File: config.mk
export PLATFORM = sky130hd
export DESIGN_NAME = vga_sync_gen
export DESIGN_NICKNAME = d
export VERILOG_FILES = /design/src/rtl/vga_pkg.sv /design/src/rtl/vga_counter.sv /design/src/rtl/vga_sync_gen.sv
export SDC_FILE = /design/constraint.sdc
export NUM_CORES = 1
export LEC_CHECK = 0
export CAP_MARGIN = 20
export CORE_MARGIN = 2
export CORE_UTILIZATION = 49
export DETAILED_ROUTE_END_ITERATION = 12
export PLACE_DENSITY = 0.86
export SLEW_MARGIN = 5
export SYNTH_ARGS = -nofsm -noshare
export SYNTH_HDL_FRONTEND = slang
export SYNTH_HIERARCHICAL = 1
export SYNTH_SLANG_ARGS = --single-unit
File: constraint.sdc
create_clock -name clk -period 7.3 [get_ports clk]
set_clock_uncertainty 0.1 [all_clocks]
set_input_delay 2.19 -clock clk [delete_from_list [all_inputs] [get_ports clk]]
set_output_delay 2.19 -clock clk [all_outputs]
set_load 0.03 [all_outputs]
File: src/rtl/vga_pkg.sv
// vga_pkg: shared constants and types for the VGA raster generator.
//   - Default 640x480@60 timing, plus the derived totals and sync windows
//   - Colour field widths and the packed 8-bit rgb_t pixel type
//   - BG_COLOR: the colour shown in the visible area when nothing is drawn
package vga_pkg;

  localparam int H_DISPLAY_DEF = 640;
  localparam int H_FRONT_DEF   = 16;
  localparam int H_SYNC_DEF    = 96;
  localparam int H_BACK_DEF    = 48;
  localparam int V_DISPLAY_DEF = 480;
  localparam int V_FRONT_DEF   = 10;
  localparam int V_SYNC_DEF    = 2;
  localparam int V_BACK_DEF    = 33;
  localparam int CLK_DIV_DEF   = 2;

  localparam int H_TOTAL_DEF = H_DISPLAY_DEF + H_FRONT_DEF + H_SYNC_DEF + H_BACK_DEF;
  localparam int V_TOTAL_DEF = V_DISPLAY_DEF + V_FRONT_DEF + V_SYNC_DEF + V_BACK_DEF;

  localparam int H_SYNC_START_DEF = H_DISPLAY_DEF + H_FRONT_DEF;
  localparam int H_SYNC_END_DEF   = H_SYNC_START_DEF + H_SYNC_DEF - 1;
  localparam int V_SYNC_START_DEF = V_DISPLAY_DEF + V_FRONT_DEF;
  localparam int V_SYNC_END_DEF   = V_SYNC_START_DEF + V_SYNC_DEF - 1;

  localparam int COORD_W = 10;
  localparam int RED_W   = 3;
  localparam int GREEN_W = 3;
  localparam int BLUE_W  = 2;

  typedef struct packed {
    logic [RED_W-1:0]   red;
    logic [GREEN_W-1:0] green;
    logic [BLUE_W-1:0]  blue;
  } rgb_t;

  localparam rgb_t BG_COLOR = 8'h00;

endpackage

File: src/rtl/vga_counter.sv
// vga_counter: modulo-N counter with enable, used for both raster axes.
//   clk_i, reset_i : clock and synchronous active-high reset
//   en_i           : advance the count on this edge
//   count_o        : current count, 0..N-1
//   next_o         : value count_o will take on the coming edge
//   wrap_o         : count_o is at N-1 (the next enabled edge returns to 0)
module vga_counter #(
  parameter int N = 800,
  parameter int W = 10
) (
  input  logic         clk_i,
  input  logic         reset_i,
  input  logic         en_i,
  output logic [W-1:0] count_o,
  output logic [W-1:0] next_o,
  output logic         wrap_o
);

  localparam logic [W-1:0] LAST = W'(N - 1);

  logic [W-1:0] count_q;
  logic [W-1:0] count_d;
  logic         atLast;

  assign atLast = (count_q == LAST);

  // Next count: hold unless enabled, then step or fold back to zero at the end of range.
  always_comb begin
    count_d = count_q;
    if (en_i) begin
      if (atLast) begin
        count_d = '0;
      end else begin
        count_d = count_q + W'(1);
      end
    end
  end

  // Count register.
  always_ff @(posedge clk_i) begin
    if (reset_i) begin
      count_q <= '0;
    end else begin
      count_q <= count_d;
    end
  end

  assign count_o = count_q;
  assign next_o  = count_d;
  assign wrap_o  = atLast;

endmodule

File: src/rtl/vga_sync_gen.sv
// vga_sync_gen: VGA raster timing plus the final registered colour stage.
//   clk, reset                     : clock, synchronous active-high reset
//   ball_on / ball_{red,green,blue}: ball request and colour for the current pixel
//   paddle_on / paddle_{...}       : paddle request and colour for the current pixel
//   x, y, pixel_tick, video_on,
//   endofframe                     : stage-0 raster state
//   hsync, vsync, red, green, blue : stage-1 outputs, one clk behind stage 0
module vga_sync_gen
  import vga_pkg::*;
#(
  parameter int H_DISPLAY = H_DISPLAY_DEF,
  parameter int H_FRONT   = H_FRONT_DEF,
  parameter int H_SYNC    = H_SYNC_DEF,
  parameter int H_BACK    = H_BACK_DEF,
  parameter int V_DISPLAY = V_DISPLAY_DEF,
  parameter int V_FRONT   = V_FRONT_DEF,
  parameter int V_SYNC    = V_SYNC_DEF,
  parameter int V_BACK    = V_BACK_DEF,
  parameter int CLK_DIV   = CLK_DIV_DEF
) (
  input  logic               clk,
  input  logic               reset,
  input  logic               ball_on,
  input  logic [RED_W-1:0]   ball_red,
  input  logic [GREEN_W-1:0] ball_green,
  input  logic [BLUE_W-1:0]  ball_blue,
  input  logic               paddle_on,
  input  logic [RED_W-1:0]   paddle_red,
  input  logic [GREEN_W-1:0] paddle_green,
  input  logic [BLUE_W-1:0]  paddle_blue,
  output logic [COORD_W-1:0] x,
  output logic [COORD_W-1:0] y,
  output logic               pixel_tick,
  output logic               video_on,
  output logic               endofframe,
  output logic               hsync,
  output logic               vsync,
  output logic [RED_W-1:0]   red,
  output logic [GREEN_W-1:0] green,
  output logic [BLUE_W-1:0]  blue
);

  localparam int H_TOTAL = H_DISPLAY + H_FRONT + H_SYNC + H_BACK;
  localparam int V_TOTAL = V_DISPLAY + V_FRONT + V_SYNC + V_BACK;

  localparam logic [COORD_W-1:0] H_DISP_C   = COORD_W'(H_DISPLAY);
  localparam logic [COORD_W-1:0] V_DISP_C   = COORD_W'(V_DISPLAY);
  localparam logic [COORD_W-1:0] H_SSTART_C = COORD_W'(H_DISPLAY + H_FRONT);
  localparam logic [COORD_W-1:0] H_SEND_C   = COORD_W'(H_DISPLAY + H_FRONT + H_SYNC - 1);
  localparam logic [COORD_W-1:0] V_SSTART_C = COORD_W'(V_DISPLAY + V_FRONT);
  localparam logic [COORD_W-1:0] V_SEND_C   = COORD_W'(V_DISPLAY + V_FRONT + V_SYNC - 1);

  localparam int               DIV_W    = (CLK_DIV > 1) ? $clog2(CLK_DIV) : 1;
  localparam logic [DIV_W-1:0] DIV_LAST = DIV_W'(CLK_DIV - 1);

  logic [DIV_W-1:0]   div_q, div_d;
  logic               tick_q, tick_d;
  logic               videoOn_q, videoOn_d;
  logic               eof_q, eof_d;
  logic               hsync_q, hsync_d;
  logic               vsync_q, vsync_d;
  rgb_t               rgb_q, rgb_d;

  logic [COORD_W-1:0] xNext;
  logic [COORD_W-1:0] yNext;
  logic               hWrap;
  logic               vWrap;
  logic               vEnable;

  // The line counter only moves on the pixel that finishes a line, so an x and
  // y wrap at the last pixel of the frame land on the same edge.
  assign vEnable = tick_q & hWrap;

  vga_counter #(.N(H_TOTAL), .W(COORD_W)) hCounter (
    .clk_i   (clk),
    .reset_i (reset),
    .en_i    (tick_q),
    .count_o (x),
    .next_o  (xNext),
    .wrap_o  (hWrap)
  );

  vga_counter #(.N(V_TOTAL), .W(COORD_W)) vCounter (
    .clk_i   (clk),
    .reset_i (reset),
    .en_i    (vEnable),
    .count_o (y),
    .next_o  (yNext),
    .wrap_o  (vWrap)
  );

  // Stage 0: the tick is decoded from the next divider value so it is high in
  // the cycle where the divider sits at its last count. video_on/endofframe use
  // the counters' next values so they switch on the same edge as x/y.
  always_comb begin
    div_d = div_q + DIV_W'(1);
    if (div_q == DIV_LAST) begin
      div_d = '0;
    end
    tick_d    = (div_d == DIV_LAST);
    videoOn_d = (xNext < H_DISP_C) && (yNext < V_DISP_C);
    eof_d     = (yNext >= V_DISP_C);
  end

  // Stage 1: sync decode and colour mux both look at the current stage-0
  // coordinate, so syncs and colour stay aligned to each other.
  always_comb begin
    hsync_d = !((x >= H_SSTART_C) && (x <= H_SEND_C));
    vsync_d = !((y >= V_SSTART_C) && (y <= V_SEND_C));
    rgb_d   = BG_COLOR;
    if (!videoOn_q) begin
      rgb_d = '0;
    end else if (ball_on) begin
      rgb_d = {ball_red, ball_green, ball_blue};
    end else if (paddle_on) begin
      rgb_d = {paddle_red, paddle_green, paddle_blue};
    end
  end

  // All raster and output registers; reset puts the beam back at the top-left
  // without finishing the current line.
  always_ff @(posedge clk) begin
    if (reset) begin
      div_q     <= '0;
      tick_q    <= 1'b0;
      videoOn_q <= 1'b1;
      eof_q     <= 1'b0;
      hsync_q   <= 1'b1;
      vsync_q   <= 1'b1;
      rgb_q     <= '0;
    end else begin
      div_q     <= div_d;
      tick_q    <= tick_d;
      videoOn_q <= videoOn_d;
      eof_q     <= eof_d;
      hsync_q   <= hsync_d;
      vsync_q   <= vsync_d;
      rgb_q     <= rgb_d;
    end
  end

  assign pixel_tick = tick_q;
  assign video_on   = videoOn_q;
  assign endofframe = eof_q;
  assign hsync      = hsync_q;
  assign vsync      = vsync_q;
  assign red        = rgb_q.red;
  assign green      = rgb_q.green;
  assign blue       = rgb_q.blue;

endmodule

==> metrics.json, run 1 <==
{
  "max-slew-margin-rel": {"value": 56.2, "unit": "%"},
  "syn_inst": {"value": 171},
  "fraction_of_final_layout_cells_sized_beyond_drive_strength_1": {"value": 14.2, "unit": "%"},
  "grt-ovfl-total": {"value": 0},
  "final_core_utilization": {"value": 72.1, "unit": "%"},
  "drc_errors": {"value": 0},
  "required": {"value": 5010, "unit": "ps"},
  "cts_sinks": {"value": 33},
  "n_fill_cell": {"value": 259},
  "reg2reg_depth": {"value": 11},
  "worstMarginPinSlew": {"value": 655, "unit": "ps"},
  "path_depth": {"value": 1},
  "setup_total_negative_slack": {"value": 0, "unit": "ps"},
  "timing.max_cap.violations": {"value": 0},
  "setup_slack": {"value": 3240, "unit": "ps"},
  "pre_cts_slack": {"value": 3500, "unit": "ps"},
  "final_nets": {"value": 248},
  "final_design_area_no_fill": {"value": 0.00224, "unit": "mm^2"},
  "post_route_antenna_net_violation_count": {"value": 0},
  "synth-warning-count": {"value": 6},
  "cp-end-kind": {"value": "output pin"},
  "num_vias": {"value": 1415},
  "ctsHoldBuffers": {"value": 0},
  "clock_tree.buffer_depth": {"value": 2},
  "initial_utilization": {"value": 52.0, "unit": "%"},
  "totalWireLength": {"value": 3890, "unit": "um"},
  "firstDrtPassIters": {"value": 4},
  "min-delay-path-class": {"value": "reg -> reg"},
  "timing_worst_setup_path_type": {"value": "reg -> out"},
  "syn_area": {"value": 0.00161, "unit": "mm^2"},
  "tritoncts": {"value": "done"},
  "post-dp-hpwl": {"value": 2860, "unit": "um"},
  "critPathBufInv": {"value": 1},
  "die_area": {"value": 0.00377, "unit": "mm^2"},
  "arrival": {"value": 1770, "unit": "ps"},
  "gpl.final_weighted_congestion": {"value": 0.854},
  "placed_cells_incl_taps": {"value": 262},
  "initial_antenna_violation_count": {"value": 0},
  "wire_length_of_the_first_global_routing_pass": {"value": 6050, "unit": "um"},
  "syn-mean-instance-area": {"value": 9.43, "unit": "um^2"},
  "floorplan.io_pins": {"value": 53},
  "clock_tree.root_cell": {"value": "clkbuf_4"},
  "grt_setup_unrepaired": {"value": "no"},
  "worst_path_max_delay_cell": {"value": "clkdlybuf4s50_1"},
  "post-cts-setup-buffer-count": {"value": 0},
  "final.period_utilization": {"value": 55.6, "unit": "%"},
  "finish.cell_count_without_fillers": {"value": 270},
  "core": {"value": 0.00310, "unit": "mm^2"},
  "globalRouteTotalUtil": {"value": 22.2, "unit": "%"},
  "cp_max_fo": {"value": 18},
  "max_freq": {"value": 246, "unit": "MHz"},
  "areaGrowthSynthToFinish": {"value": 38.7, "unit": "%"},
  "grt_start_max_net_pins": {"value": 20},
  "diodes": {"value": 0},
  "postPlaceCellArea": {"value": 0.00215, "unit": "mm^2"},
  "port_buffers": {"value": 52},
  "finalSetupViolCount": {"value": 0},
  "min_tclk_post_route": {"value": 4060, "unit": "ps"},
  "first_global_vias": {"value": 1344},
  "detail_route.iter0.violations": {"value": 71},
  "p_leak": {"value": 0.802, "unit": "nW"},
  "cts-resized-gates": {"value": 0},
  "postSynthNetCount": {"value": 194},
  "critPathLaunchType": {"value": "flop"},
  "die_height": {"value": 61.4, "unit": "um"},
  "power.ir.vdd_worst": {"value": 102, "unit": "uV"},
  "routed_via_density": {"value": 5.24},
  "cp_top_family": {"value": "buffers and inverters"},
  "worst_skew_pair_latency": {"value": 330, "unit": "ps"},
  "timing.final.max_slew_violations": {"value": 0},
  "power.density_cell_area": {"value": 164, "unit": "mW/mm^2"},
  "htree_num_levels": {"value": 2},
  "path_clk_slew": {"value": 100, "unit": "ps"},
  "wl_per_cell": {"value": 14.4, "unit": "um"},
  "worstPathCellList": {"value": "clkdlybuf4s50_1"},
  "holdPathStages": {"value": 1},
  "floorplan.rows": {"value": 20},
  "numCtsBuffers": {"value": 5},
  "final_hold_viol_count": {"value": 0},
  "status": {"value": "complete, no violations"},
  "chipWidth": {"value": 61.4, "unit": "um"},
  "slowest_delay": {"value": 770, "unit": "ps"}
}
[flip-flops by register name, indices dropped and copies added (netlist names)]
signal and cells:
hCounter/count_o 10, vCounter/count_o 10, green 3, red 3
blue 2, endofframe 1, hsync 1, pixel_tick 1
video_on 1, vsync 1
[stage by stage]
stage / total power, mW / hold slack, ps
after floorplan: 0.209 / 475
after global placement: 0.227 / 384
after detailed placement: 0.229 / 396
after CTS: 0.370 / 448
after global routing: 0.383 / 462
final: 0.367 / 447
[final timing paths]
kind                             from    endpoint  slack [ps]
setup / recovery           pixel_tick  pixel_tick        3240
hold / removal    vCounter/count_o[6]       vsync         450
setup reg to reg  hCounter/count_o[0]    video_on        4460
hold reg to reg   vCounter/count_o[6]       vsync         450
[routing by layer]
layer  GRT usage [%]  wire [um]  up-vias
li1                -          -      703
met1            25.9       1700      664
met2            39.1       1910       45
met3            6.93        241        3
met4            6.38         39        0
met5               0          0        -
[final cells by class]
type	count	area, um^2	share of cell area [%]
multi-input cells	128	897	40.1
flip-flops and latches	33	661	29.5
repair buffers	52	520	23.3
clock buffers	7	55.1	2.46
well taps	44	55.1	2.46
clock inverters	1	30.0	1.34
inverters	5	18.8	0.839
[report_power, final]
part / internal, mW / total, mW / switching (mW)
logic: 0.0192 / 0.0370 / 0.0177
registers: 0.184 / 0.188 / 0.00394
clock network: 0.0818 / 0.142 / 0.0606
total: 0.285 / 0.367 / 0.0822
[cells in the final DEF (no fill, tap or decap), types with 2 or more instances in the layout]
| cell type | count |
|---|---|
| clkbuf_4 | 5 |
| nand3b_1 | 9 |
| nand2_1 | 14 |
| nor4bb_1 | 3 |
| nand4_1 | 5 |
| ha_1 | 3 |
| nor2b_1 | 6 |
| inv_1 | 4 |
| nor3_2 | 3 |
| o21ai_0 | 2 |
| xor2_1 | 7 |
| xnor2_1 | 7 |
| nand3_1 | 14 |
| dfxtp_1 | 33 |
| nand2b_1 | 5 |
| a21oi_1 | 14 |
| nand3_2 | 2 |
| nor2b_2 | 2 |
| nor2_1 | 7 |
| nor3_1 | 2 |
| nor2_2 | 4 |
| clkdlybuf4s50_1 | 52 |
| nor4b_2 | 2 |
Power figures use the tool's default switching activity.
==> run 2, diff against run 1 <==
- CORE_UTILIZATION: 49 -> 41
- PLACE_DENSITY: 0.86 -> 0.77
- clock period: 7.3 -> 3.33 ns (I/O delays scaled with it)
==> run 2 against run 1 <==
  * Sequential power grew 120%
  * Non-clock buffer count grew 2
  * Routed wire length shrank 6.8%
  * Count of clock-buffer cells in the layout is the same
  * Sequential share of layout area shrank 0.47 points
  * Worst hold slack lost 47 ps
  * Sequential cell count is the same
  * Combinational power grew 130%
  * Clock power grew 130%
  * Register-to-register slack lost 3800 ps
  * Utilization shrank 11 points
  * Largest power group unchanged
==> metrics.json, run 2 (synthesis gave the netlist of run 1 again) <==
{
  "multi_input_area": {"value": 897, "unit": "um^2"},
  "ctsHoldBuffers": {"value": 0},
  "worstMarginPinSlew": {"value": 459, "unit": "ps"},
  "detail_route.iter0.violations": {"value": 81},
  "totalWireLength": {"value": 3630, "unit": "um"},
  "most_used_cells_in_the_layout_excluding_fill_and_tap_cells": {"value": "52 x clkdlybuf4s50_1, 33 x dfxtp_1, 14 x nand3_1, 14 x nand2_1, 14 x a21oi_1"},
  "cts-resized-gates": {"value": 0},
  "cp-end-kind": {"value": "flop"},
  "slowest_delay": {"value": 470, "unit": "ps"},
  "routed_via_density": {"value": 5.08},
  "critPathLaunchType": {"value": "flop"},
  "worst_path_max_delay_cell": {"value": "dfxtp_1"},
  "critPathBufInv": {"value": 1},
  "diodes": {"value": 0},
  "timing_worst_setup_path_type": {"value": "reg -> reg"},
  "htree_num_levels": {"value": 2},
  "final_nets": {"value": 250},
  "status": {"value": "complete, no violations"},
  "worst_skew_pair_latency": {"value": 280, "unit": "ps"},
  "firstDrtPassIters": {"value": 4},
  "timing.max_cap.violations": {"value": 0},
  "die_area": {"value": 0.00445, "unit": "mm^2"},
  "grt-ovfl-total": {"value": 0},
  "max_freq": {"value": 370, "unit": "MHz"},
  "clock_tree.root_cell": {"value": "clkbuf_8"},
  "cp_top_family": {"value": "simple AND/OR/NAND/NOR gates"},
  "final_common_cell": {"value": "clkdlybuf4s50_1"},
  "grt_setup_unrepaired": {"value": "no"},
  "drc_errors": {"value": 0},
  "chipWidth": {"value": 66.7, "unit": "um"},
  "path_depth": {"value": 11},
  "wl_per_cell": {"value": 13.1, "unit": "um"},
  "initial_antenna_violation_count": {"value": 0},
  "final_hold_viol_count": {"value": 0},
  "die_height": {"value": 66.7, "unit": "um"},
  "finalSetupViolCount": {"value": 0},
  "fraction_of_final_layout_cells_sized_beyond_drive_strength_1": {"value": 15.4, "unit": "%"},
  "grt_start_max_net_pins": {"value": 19},
  "globalRouteTotalUtil": {"value": 18.1, "unit": "%"},
  "cts_sinks": {"value": 33},
  "reg2reg_depth": {"value": 11},
  "power.ir.vdd_worst": {"value": 210, "unit": "uV"},
  "post-dp-hpwl": {"value": 2690, "unit": "um"},
  "clock_tree.buffer_depth": {"value": 2},
  "pre_cts_slack": {"value": 663, "unit": "ps"},
  "min-delay-path-class": {"value": "reg -> reg"},
  "port_buffers": {"value": 52},
  "n_fill_cell": {"value": 330},
  "required": {"value": 3460, "unit": "ps"},
  "min_tclk_post_route": {"value": 2700, "unit": "ps"},
  "tritoncts": {"value": "done"},
  "seq_area": {"value": 661, "unit": "um^2"},
  "final.period_utilization": {"value": 81.1, "unit": "%"},
  "numCtsBuffers": {"value": 5},
  "arrival": {"value": 2830, "unit": "ps"},
  "cp_max_fo": {"value": 8},
  "setup_slack": {"value": 630, "unit": "ps"},
  "holdPathStages": {"value": 1},
  "setup_total_negative_slack": {"value": 0, "unit": "ps"},
  "path_clk_slew": {"value": 60, "unit": "ps"},
  "max-slew-margin-rel": {"value": 69.3, "unit": "%"},
  "num_vias": {"value": 1402},
  "floorplan.io_pins": {"value": 53},
  "gpl.final_weighted_congestion": {"value": 0.825},
  "power.density_cell_area": {"value": 359, "unit": "mW/mm^2"},
  "areaGrowthSynthToFinish": {"value": 41.0, "unit": "%"},
  "floorplan.rows": {"value": 22},
  "timing.final.max_slew_violations": {"value": 0},
  "initial_utilization": {"value": 43.4, "unit": "%"},
  "p_leak": {"value": 0.820, "unit": "nW"},
  "post_route_antenna_net_violation_count": {"value": 0},
  "first_global_vias": {"value": 1336},
  "post-cts-setup-buffer-count": {"value": 0},
  "core": {"value": 0.00372, "unit": "mm^2"},
  "wire_length_of_the_first_global_routing_pass": {"value": 6070, "unit": "um"},
  "worstPathCellList": {"value": "ha_1 -> and4_4 -> nand3_2 -> inv_2 -> and2_1 -> nand2_4 -> nor4_4 -> xnor2_1 -> nor2_1 -> a41oi_1 -> a21o_1"}
}
==> run 2: cell count changes in the layout (fill, tap and decap cells not counted) <==
cell       previous run  this run
clkbuf_8              1         7
clkbuf_4              5         0
buf_4                 0         2
bufinv_16             1         0
clkbuf_1              1         0
clkinv_2              0         1
==> run 2: per-stage QoR <==
stage / total power, mW / utilization (%) / instances / hold WS (ps) / area [um^2]
2_1_floorplan: 0.457 / - / 171 / 475 / 1610
3_3_place_gp: 0.501 / 58.5 / 268 / 385 / 2170
3_5_place_dp: 0.503 / 58.5 / 268 / 388 / 2170
4_1_cts: 0.832 / 61.2 / 276 / 404 / 2270
5_1_grt: 0.859 / 61.2 / 276 / 424 / 2270
6_report: 0.816 / 61.2 / 276 / 400 / 2270
==> run 2: final cells by class <==
cell class,count,share of cell area [%]
Clock buffer,7,4.24
Timing Repair Buffer,54,23.6
Tap cell,48,2.64
Sequential cell,33,29.1
Multi-Input combinational cell,128,39.5
Inverter,5,0.826
Clock inverter,1,0.220
==> run 2: final timing paths <==
kind	from	endpoint	slack (ps)
hold reg to reg	vCounter/count_o[1]	vsync	400
setup reg to reg	hCounter/count_o[0]	video_on	630
hold / removal	vCounter/count_o[1]	vsync	400
setup / recovery	hCounter/count_o[0]	video_on	630
==> run 2: report_power, final <==
part	internal (mW)	switching, mW	total [mW]
combinational	0.0439	0.0421	0.0860
sequential	0.403	0.00491	0.408
clock	0.186	0.136	0.322
==> run 2: routing by layer <==
metal	global-route usage (%)	up-vias	routed length [um]
li1	-	711	-
met1	21.9	636	1650
met2	28.0	47	1690
met3	6.76	8	228
met4	8.67	0	58
met5	0	-	0
==> variant, RTL diff (config.mk and constraints of run 2) <==
Put a register stage on the output `green`, cleared by the reset. The value now appears one clock later. The other outputs are not delayed to match.
--- a/src/rtl/vga_sync_gen.sv
+++ b/src/rtl/vga_sync_gen.sv
@@ -52,6 +52,8 @@
 
   localparam int               DIV_W    = (CLK_DIV > 1) ? $clog2(CLK_DIV) : 1;
   localparam logic [DIV_W-1:0] DIV_LAST = DIV_W'(CLK_DIV - 1);
+
+  logic [GREEN_W-1:0] green_d;
 
   logic [DIV_W-1:0]   div_q, div_d;
   logic               tick_q, tick_d;
@@ -145,8 +147,16 @@
   assign hsync      = hsync_q;
   assign vsync      = vsync_q;
   assign red        = rgb_q.red;
-  assign green      = rgb_q.green;
+  assign green_d    = rgb_q.green;
   assign blue       = rgb_q.blue;
+
+  always_ff @(posedge clk) begin
+    if (reset) begin
+      green <= '0;
+    end else begin
+      green <= green_d;
+    end
+  end
 
 endmodule
 
Check against the original RTL: not equivalent (Yosys sat finds a counterexample within 4 cycles, from zero or initial values and one cycle with reset high).
==> variant against run 2 <==
Routed wire length increased by 0.44%; synthesized cell count increased by 3.5%; critical endpoint unchanged; sequential cell count increased by 3; critical path type unchanged; synthesized area increased by 9.4%; largest cell class unchanged; power increased by 5.7%; final area increased by 6.3%; setup slack got worse by 12 ps.
==> variant: results <==
metrics = {
    "route": {
        "drt_wl_total_um": 3641,
        "routed-via-count": 1427,
        "detail-route-antenna-nets": 0,
        "drtIter0Drc": 62,
    },
    "cells_and_area": {
        "drive_above_1_share_pct": 21.03,
        "antenna-diode-count": 0,
        "num-nets-final": 256,
    },
    "grt": {
        "antenna_found_initial": 0,
        "grt_max_degree": 18,
        "grt_pass1_wl_um": 6147,
        "globalRouteTotalUtil_pct": 15.90,
    },
    "worst_setup_path": {
        "worst-endpoint-arrival_ps": 2840,
        "cp_max_fo": 8,
        "critical_setup_path_kind": "register to register",
        "r2r_end": "video_on",
    },
    "timing": {
        "max_slew_margin_pct": 68.38,
        "worst_slack_ps": 617.7,
    },
    "pwr": {
        "vdd_ir_drop_max_v": 0.0002020,
        "power_leakage_nw": 0.8893,
    },
    "cts": {
        "setup_buffers_after_cts": 0,
    },
    "placement": {
        "hpwlAfterDp_um": 2749,
        "gpl.final_weighted_congestion": 0.8844,
    },
    "min_path": {
        "hp-start": "green_d[2]",
        "whs_path_depth": 1,
    },
    "logic_synthesis": {
        "synth-warning-count": 6,
        "synth.net_count": 200,
    },
    "run_status": {
        "result_of_the_run": "completed",
    },
}
==> variant: final cells by class <==
type,instances,area [um2]
Tap cell,50,62.56
Inverter,5,18.77
Multi-Input combinational cell,131,982.2
Fill cell,365,1642
Clock buffer,7,96.34
Sequential cell,36,720.7
Timing Repair Buffer,54,535.5
==> variant: critical path, cell delays in order, from the launching register on <==
cell                      delay, ps
sky130_fd_sc_hd__dfxtp_1        450
sky130_fd_sc_hd__ha_1           260
sky130_fd_sc_hd__and4_4         250
sky130_fd_sc_hd__nand3_2        110
sky130_fd_sc_hd__inv_2          110
sky130_fd_sc_hd__and2_1         310
sky130_fd_sc_hd__nand2_4        130
sky130_fd_sc_hd__nor4_4         290
sky130_fd_sc_hd__xnor2_1        180
sky130_fd_sc_hd__nor2_1          70
sky130_fd_sc_hd__a41oi_1        230
sky130_fd_sc_hd__a21o_2         160
==> variant: routing by layer <==
metal | GRT usage [%] | vias up | part of all wire, %
met4 | 6.536 | 0 | 2.0
met3 | 5.523 | 5 | 5.6
met2 | 25.43 | 41 | 46
li1 | - | 728 | -
met5 | 0 | - | 0
met1 | 19.48 | 653 | 47
==> variant: through the flow <==
step                      hold WS, ps  power [mW]  cell area [um2]  instances
after floorplan                 328.1      0.5025             1764        177
after global placement          331.6      0.5458             2320        276
after detailed placement        337.9      0.5468             2320        276
after CTS                       357.3      0.8733             2416        283
after global routing            361.3      0.8974             2416        283
final                           353.5      0.8623             2416        283
==> variant: report_power, final <==
group | total [mW] | switching (mW) | internal (mW)
clock network | 0.326 | 0.142 | 0.184
logic | 0.0914 | 0.0444 | 0.0470
registers | 0.445 | 0.00517 | 0.440
total | 0.862 | 0.191 | 0.671
==> variant: worst min-delay path by stage <==
stage               slack (ps)  endpoint
CTS                        360  green[2]
floorplan                  330  green[0]
global route               360  green[0]
finish                     350  green[2]
global placement           330  green[2]
detailed placement         340  green[1]
